===== src/rtl/phj_pkg.sv =====
// phj_pkg: shared state encoding and serial width for the release sequencer
package phj_pkg;
  typedef enum logic [1:0] {SEQ_IDLE, SEQ_RUN, SEQ_DRAIN, SEQ_DONE} seq_state_t;
  localparam int SERIAL_W = 32;
endpackage


===== src/rtl/release_sequencer_if.sv =====
// release_sequencer_if: control, lane and status signals between sequencer and its environment
interface release_sequencer_if #(parameter int NUM_LANES = 4);
  logic                         start;
  logic                         total_valid;
  logic [phj_pkg::SERIAL_W-1:0] total_count;
  logic [NUM_LANES-1:0]         lane_next_in_storage;
  logic [NUM_LANES-1:0]         lane_last_processed;
  logic [NUM_LANES-1:0]         lane_release_data;
  logic [phj_pkg::SERIAL_W-1:0] next;
  logic                         busy;
  logic                         done;
  logic                         conflict_err;
  logic                         stall_timeout;
  modport master (
    output start, total_valid, total_count, lane_next_in_storage, lane_last_processed,
    input  lane_release_data, next, busy, done, conflict_err, stall_timeout
  );
  modport slave (
    input  start, total_valid, total_count, lane_next_in_storage, lane_last_processed,
    output lane_release_data, next, busy, done, conflict_err, stall_timeout
  );
endinterface


===== src/rtl/lowest_onehot.sv =====
// lowest_onehot: isolates the lowest set bit of vec and flags more than one set bit
module lowest_onehot #(parameter int W = 4) (
  input  logic [W-1:0] vec,
  output logic [W-1:0] grant,
  output logic         multi
);
  assign grant = vec & (~vec + W'(1));
  assign multi = (vec & (vec - W'(1))) != '0;
endmodule


===== src/rtl/release_sequencer.sv =====
// release_sequencer: in-order serial release across lanes with end-of-stream drain and fault flags
module release_sequencer
  import phj_pkg::*;
#(
  parameter int NUM_LANES   = 4,
  parameter int STALL_LIMIT = 1024
) (
  input logic               clk,
  input logic               resetn,
  release_sequencer_if.slave bus
);
  localparam int CW = $clog2(STALL_LIMIT + 1);
  seq_state_t            state_q;
  logic [SERIAL_W-1:0]   next_q;
  logic [CW-1:0]         stall_q;
  logic                  busy_q, done_q, conf_q, to_q;
  logic [NUM_LANES-1:0]  grant;
  logic                  multi, end_c, grant_v;
  lowest_onehot #(.W(NUM_LANES)) u_lowest (
    .vec   (bus.lane_next_in_storage),
    .grant (grant),
    .multi (multi)
  );
  assign end_c   = bus.total_valid && next_q == bus.total_count;
  assign grant_v = state_q == SEQ_RUN && !end_c && |bus.lane_next_in_storage;
  assign bus.lane_release_data = grant_v ? grant : '0;
  assign bus.next          = next_q;
  assign bus.busy          = busy_q;
  assign bus.done          = done_q;
  assign bus.conflict_err  = conf_q;
  assign bus.stall_timeout = to_q;
  // sequencing FSM: serial counter, stall watchdog, sticky fault flags and status outputs
  always_ff @(posedge clk or negedge resetn) begin
    if (!resetn) begin
      state_q <= SEQ_IDLE;
      next_q  <= '0;
      stall_q <= '0;
      busy_q  <= 1'b0;
      done_q  <= 1'b0;
      conf_q  <= 1'b0;
      to_q    <= 1'b0;
    end else begin
      case (state_q)
        SEQ_IDLE, SEQ_DONE: if (bus.start) begin
          state_q <= SEQ_RUN;
          next_q  <= '0;
          stall_q <= '0;
          conf_q  <= 1'b0;
          to_q    <= 1'b0;
          busy_q  <= 1'b1;
          done_q  <= 1'b0;
        end
        SEQ_RUN: if (end_c) begin
          state_q <= SEQ_DRAIN;
        end else if (grant_v) begin
          next_q  <= next_q + SERIAL_W'(1);
          stall_q <= '0;
          if (multi) conf_q <= 1'b1;
        end else begin
          if (stall_q < CW'(STALL_LIMIT)) stall_q <= stall_q + CW'(1);
          if (stall_q >= CW'(STALL_LIMIT - 1)) to_q <= 1'b1;
        end
        SEQ_DRAIN: if (&bus.lane_last_processed) begin
          state_q <= SEQ_DONE;
          busy_q  <= 1'b0;
          done_q  <= 1'b1;
        end
        default: state_q <= SEQ_IDLE;
      endcase
    end
  end
endmodule

===== src/flat_wrapper.sv =====
// flat-port wrapper written by rule: the top's interface ports become plain ports
module release_sequencer_flat import phj_pkg::*;
#(
  parameter int NUM_LANES   = 4,
  parameter int STALL_LIMIT = 1024
)
  (clk, resetn, bus_start, bus_total_valid, bus_total_count, bus_lane_next_in_storage, bus_lane_last_processed, bus_lane_release_data, bus_next, bus_busy, bus_done, bus_conflict_err, bus_stall_timeout);
  release_sequencer_if #(.NUM_LANES(NUM_LANES)) bus_i ();
  input logic clk;
  input logic resetn;
  input wire logic [$bits(bus_i.start)-1:0] bus_start;
  input wire logic [$bits(bus_i.total_valid)-1:0] bus_total_valid;
  input wire logic [$bits(bus_i.total_count)-1:0] bus_total_count;
  input wire logic [$bits(bus_i.lane_next_in_storage)-1:0] bus_lane_next_in_storage;
  input wire logic [$bits(bus_i.lane_last_processed)-1:0] bus_lane_last_processed;
  output wire logic [$bits(bus_i.lane_release_data)-1:0] bus_lane_release_data;
  output wire logic [$bits(bus_i.next)-1:0] bus_next;
  output wire logic [$bits(bus_i.busy)-1:0] bus_busy;
  output wire logic [$bits(bus_i.done)-1:0] bus_done;
  output wire logic [$bits(bus_i.conflict_err)-1:0] bus_conflict_err;
  output wire logic [$bits(bus_i.stall_timeout)-1:0] bus_stall_timeout;
  assign bus_i.start = bus_start;
  assign bus_i.total_valid = bus_total_valid;
  assign bus_i.total_count = bus_total_count;
  assign bus_i.lane_next_in_storage = bus_lane_next_in_storage;
  assign bus_i.lane_last_processed = bus_lane_last_processed;
  assign bus_lane_release_data = bus_i.lane_release_data;
  assign bus_next = bus_i.next;
  assign bus_busy = bus_i.busy;
  assign bus_done = bus_i.done;
  assign bus_conflict_err = bus_i.conflict_err;
  assign bus_stall_timeout = bus_i.stall_timeout;
  release_sequencer #(.NUM_LANES(NUM_LANES), .STALL_LIMIT(STALL_LIMIT)) u_core (.clk(clk), .resetn(resetn), .bus(bus_i));
endmodule

===== config.mk =====
export PLATFORM = sky130hd
export DESIGN_NAME = release_sequencer_flat
export DESIGN_NICKNAME = d
export VERILOG_FILES = /design/src/rtl/phj_pkg.sv /design/src/rtl/release_sequencer_if.sv /design/src/rtl/lowest_onehot.sv /design/src/rtl/release_sequencer.sv /design/src/flat_wrapper.sv
export SDC_FILE = /design/constraint.sdc
export NUM_CORES = 1
export LEC_CHECK = 0
export ABC_CLOCK_PERIOD_IN_PS = 4300
export CAP_MARGIN = 20
export CORE_UTILIZATION = 55
export DETAILED_ROUTE_END_ITERATION = 7
export PLACE_DENSITY_LB_ADDON = 0.05
export SLEW_MARGIN = 20
export SYNTH_ARGS = -nofsm -noshare
export SYNTH_HDL_FRONTEND = slang
export SYNTH_SLANG_ARGS = --single-unit

===== constraint.sdc =====
create_clock -name clk -period 4.3 [get_ports clk]
set_input_delay 0.43 -clock clk [delete_from_list [all_inputs] [get_ports clk]]
set_output_delay 0.43 -clock clk [all_outputs]
set_load 0.02 [all_outputs]

==> metrics.txt <==
# TYPE chip_impl_metric gauge
chip_impl_info{name="clockRootBuffer",value="clkbuf_8"} 1
chip_impl_metric{name="synth_warnings",unit=""} 0
chip_impl_metric{name="mappedNetlistArea",unit="sq um"} 3517
chip_impl_metric{name="cts-buffers-inserted",unit=""} 5
chip_impl_metric{name="synth_xor_xnor_area_share",unit="%"} 7.222
chip_impl_metric{name="placedCellCount",unit=""} 568
chip_impl_metric{name="floorplan.rows",unit=""} 28
chip_impl_metric{name="gr-usage-all-layers",unit="%"} 33.11
chip_impl_metric{name="cts.sink_count",unit=""} 49
chip_impl_metric{name="drt_wl_total",unit="mm"} 10.56
chip_impl_metric{name="post_drt_wl_per_cell",unit="um"} 18.33
chip_impl_metric{name="powerDensity",unit="nW/um^2"} 404.1
chip_impl_info{name="synth_area_leaders",value="dfrtp_1 35%, xnor2_1 6.7%, a21oi_1 4.3%, nand3_1 4.1%, nand2_1 3.4%"} 1
chip_impl_metric{name="setup-tns-final",unit="ps"} 0
chip_impl_metric{name="dp_hpwl",unit="mm"} 7.714
chip_impl_metric{name="multiplexer_share_of_the_synthesized_area",unit="%"} 1.138
chip_impl_metric{name="synthesized_area_divided_by_synthesized_cell_count",unit="sq um"} 8.295
chip_impl_metric{name="port_buffers",unit=""} 83
chip_impl_metric{name="clk_path_buf_depth",unit=""} 2
chip_impl_metric{name="synth_edf_count",unit=""} 0
chip_impl_info{name="status",value="complete, no violations"} 1
chip_impl_metric{name="synth_nets",unit=""} 473
chip_impl_metric{name="multi_input_comb_area",unit="sq um"} 2071
chip_impl_metric{name="timing.final.setup_violations",unit=""} 0
chip_impl_metric{name="synth-seq-cells",unit=""} 49
chip_impl_metric{name="largest_net_degree_at_the_start_of_global_routing",unit=""} 50
chip_impl_metric{name="synthCells",unit=""} 424
chip_impl_metric{name="die_area",unit="sq um"} 6718
chip_impl_metric{name="clock_skew",unit="ps"} 4.466
chip_impl_metric{name="share_of_the_synthesized_area_in_the_top_cell_type",unit="%"} 34.86
chip_impl_metric{name="post-cts-setup-buffers",unit=""} 0
chip_impl_metric{name="register_clock_pin_slew_on_the_reported_worst_setup_and_hold_paths",unit="ps"} 90
chip_impl_metric{name="clkLatencyLatePin",unit="ps"} 320
chip_impl_metric{name="timing.critical_path.slowest_cell_delay",unit="ps"} 530
chip_impl_info{name="crit_slowest_cell",value="clkdlybuf4s50_1"} 1
chip_impl_metric{name="first_global_vias",unit=""} 3365
chip_impl_metric{name="netlist-cell-type-count",unit=""} 56
chip_impl_info{name="synth_top_family_by_area",value="simple AND/OR/NAND/NOR gates"} 1
chip_impl_metric{name="cts-resized-gates",unit=""} 0
chip_impl_info{name="worstPathCellList",value="clkdlybuf4s50_1 -> nor2b_1 -> a2111o_1 -> nor4_1 -> a41oi_2 -> and3b_1 -> clkdlybuf4s50_1"} 1
chip_impl_metric{name="post-route-min-period",unit="ps"} 3215
chip_impl_metric{name="timing.final.ws_setup",unit="ps"} 1085
chip_impl_info{name="synthDominantAreaCellType",value="dfrtp_1"} 1
chip_impl_info{name="crit_path_start_kind",value="input port"} 1
chip_impl_info{name="final_common_cell",value="clkdlybuf4s50_1"} 1
chip_impl_metric{name="fin_crit_sh",unit="%"} 74.78
chip_impl_metric{name="dp_slack",unit="ps"} 1074
chip_impl_info{name="layout.cells.most_common_list",value="82 x clkdlybuf4s50_1, 49 x dfrtp_1, 32 x nand2_1, 30 x inv_1, 30 x a21oi_1"} 1
chip_impl_metric{name="postRouteAntennaNets",unit=""} 0
chip_impl_metric{name="final_hold_viol_count",unit=""} 0
chip_impl_metric{name="grt_first_pass_wirelength",unit="mm"} 16.48
chip_impl_info{name="end_kind",value="output port"} 1
chip_impl_metric{name="max_slew.worst_pin.slew",unit="ps"} 776.0
chip_impl_metric{name="initial_utilization",unit="%"} 58.03
chip_impl_metric{name="antenna_found_initial",unit=""} 0
chip_impl_metric{name="vias",unit=""} 3651
chip_impl_metric{name="grt_remaining_overflow",unit=""} 0
chip_impl_metric{name="postLayoutCoreUtil",unit="%"} 74.07
chip_impl_info{name="path_common_cell",value="clkdlybuf4s50_1"} 1
chip_impl_metric{name="register_area",unit="sq um"} 1226
chip_impl_metric{name="num-nets-final",unit=""} 549
chip_impl_info{name="critical_path_class",value="input port to output port"} 1
chip_impl_metric{name="cts_hold_repair.buffers",unit=""} 0
chip_impl_metric{name="drtIter0Drc",unit=""} 314
chip_impl_metric{name="post_synth_fa_ha_maj_area_fraction",unit="%"} 1.779
chip_impl_metric{name="fin_cells",unit=""} 576
chip_impl_metric{name="num-fill-cells",unit=""} 483
chip_impl_metric{name="layout_cells_sized_above_1",unit="%"} 5.389
chip_impl_metric{name="io_pins",unit=""} 84
chip_impl_metric{name="cts-htree-levels",unit=""} 2
chip_impl_metric{name="p_leak",unit="nW"} 1.652
chip_impl_metric{name="die_width",unit="um"} 81.97
chip_impl_metric{name="max_cap_violations",unit=""} 0
chip_impl_metric{name="synth_sequential_area_ratio",unit="%"} 34.86
chip_impl_info{name="synthFlopType",value="dfrtp_1"} 1
chip_impl_metric{name="post_drt_via_cell_ratio",unit=""} 6.339
chip_impl_metric{name="num_antenna_cells",unit=""} 0
chip_impl_info{name="min_path_type",value="input port to async pin"} 1
chip_impl_metric{name="yosys.area_share.simple",unit="%"} 26.36
chip_impl_metric{name="final_max_slew_viol_count",unit=""} 0
chip_impl_metric{name="core_region_area",unit="sq um"} 6061
chip_impl_metric{name="achievable-frequency",unit="MHz"} 311.0
chip_impl_info{name="tritoncts",value="built"} 1
chip_impl_metric{name="cp_data_required_time",unit="ps"} 3870
chip_impl_metric{name="syn2layout_area_growth",unit="%"} 27.64
chip_impl_metric{name="synth_compound_gate_area_share",unit="%"} 22.16
chip_impl_metric{name="critical_path_peak_fanout",unit=""} 5
chip_impl_metric{name="drc",unit=""} 0
chip_impl_metric{name="peakVddDrop",unit="mV"} 0.3975
chip_impl_metric{name="synth-async-reset-ratio",unit="%"} 100.0
chip_impl_metric{name="chipHeight",unit="um"} 81.97
chip_impl_metric{name="finalWeightedCongestion",unit=""} 0.8819
chip_impl_metric{name="detail_route.first_pass.iterations",unit=""} 5
chip_impl_info{name="rsz0062_at_grt",value="no"} 1
chip_impl_metric{name="timing.critical_path.arrival",unit="ps"} 2790
chip_impl_metric{name="maxSlewHeadroom",unit="%"} 47.79
==> Yosys cell counts, types with 4 or more instances <==
library cell,count
o2111ai_1,4
nor2_1,25
nand2_1,32
nor2b_1,5
ha_1,5
and3_1,8
o21ai_0,10
a41oi_1,10
o2bb2ai_1,8
and2_1,4
nor3_1,14
or3_1,7
o221ai_1,7
nand3_1,29
dfrtp_1,49
o21ai_1,7
a21oi_1,30
nand4_1,17
buf_2,8
nor4_1,11
mux2i_1,4
o211ai_1,10
inv_1,30
xnor2_1,27
clkbuf_1,8
nand2b_1,10
==> metal layers <==
| metal | wire [um] | vias to the layer above | share of wire (%) | track usage [%] |
|---|---|---|---|---|
| li1 | - | 1724 | - | - |
| met1 | 4476 | 1754 | 42 | 45.39 |
| met2 | 5102 | 154 | 48 | 53.14 |
| met3 | 776 | 19 | 7.3 | 4.111 |
| met4 | 204 | 0 | 1.9 | 12.28 |
| met5 | 0 | - | 0 | 0 |
==> stage by stage <==
| step | hold slack, ps | cell area (sq um) | total power (W) |
|---|---|---|---|
| final | 194.1 | 4489 | 0.001814 |
| after global placement | 477.2 | 4378 | 0.001433 |
| after floorplan | 134.4 | 3517 | 0.001166 |
| after global routing | 289.2 | 4489 | 0.001907 |
| after CTS | 244.7 | 4489 | 0.001800 |
| after detailed placement | 484.1 | 4378 | 0.001459 |
==> registers in the layout (all words and copies together) (netlist names) <==
register	count
u_core.bus.busy	1
u_core.state_q	2
u_core.bus.done	1
u_core.stall_q	11
u_core.bus.stall_timeout	1
u_core.bus.next	32
u_core.bus.conflict_err	1
==> path summary, 6_finish.rpt <==
| check | slack [ps] | startpoint | cells after the start | endpoint |
|---|---|---|---|---|
| min in group clk | 500 | u_core.bus.conflict_err$_DFFE_PN0P_ | 2 | u_core.bus.conflict_err$_DFFE_PN0P_ |
| worst min register to register | 500 | u_core.bus.conflict_err$_DFFE_PN0P_ | 2 | u_core.bus.conflict_err$_DFFE_PN0P_ |
| worst min-delay path | 190 | resetn | 2 | u_core.bus.next[1]$_DFFE_PN0P_ |
| worst max-delay path | 1080 | bus_total_count[19] | 7 | bus_lane_release_data[1] |
| max in group asynchronous | 3640 | resetn | 2 | u_core.bus.next[7]$_DFFE_PN0P_ |
| worst max register to register | 1240 | u_core.state_q[1]$_DFFE_PN0P_ | 8 | u_core.bus.next[25]$_DFFE_PN0P_ |
==> kinds of logic after synthesis <==
kind of cell    Yosys count
compound gates          111
simple gates            175
mux                       4
buf+inv                  51
xor+xnor                 29
fa+ha+maj                 5
flops                    49
==> critical path, delay by kind of cell <==
family / cells / cell delay [ps]
buf+inv: 2 / 1010
compound gates: 2 / 680
simple gates: 3 / 660
==> power by group <==
part / switching (W) / total (W) / internal, W
Sequential: 0.0000418 / 0.000541 / 0.000500
Clock: 0.000169 / 0.000344 / 0.000175
Combinational: 0.000619 / 0.000929 / 0.000310
Total: 0.000829 / 0.00181 / 0.000985
==> cell type report <==
class | count | area share, %
inverters | 31 | 2.592
multi-input cells | 324 | 46.13
flip-flops and latches | 49 | 27.31
well taps | 75 | 2.090
repair buffers | 89 | 19.40
clock inverters | 2 | 0.8640
clock buffers | 6 | 1.616
No activity file was read; power rests on OpenSTA's default activity.
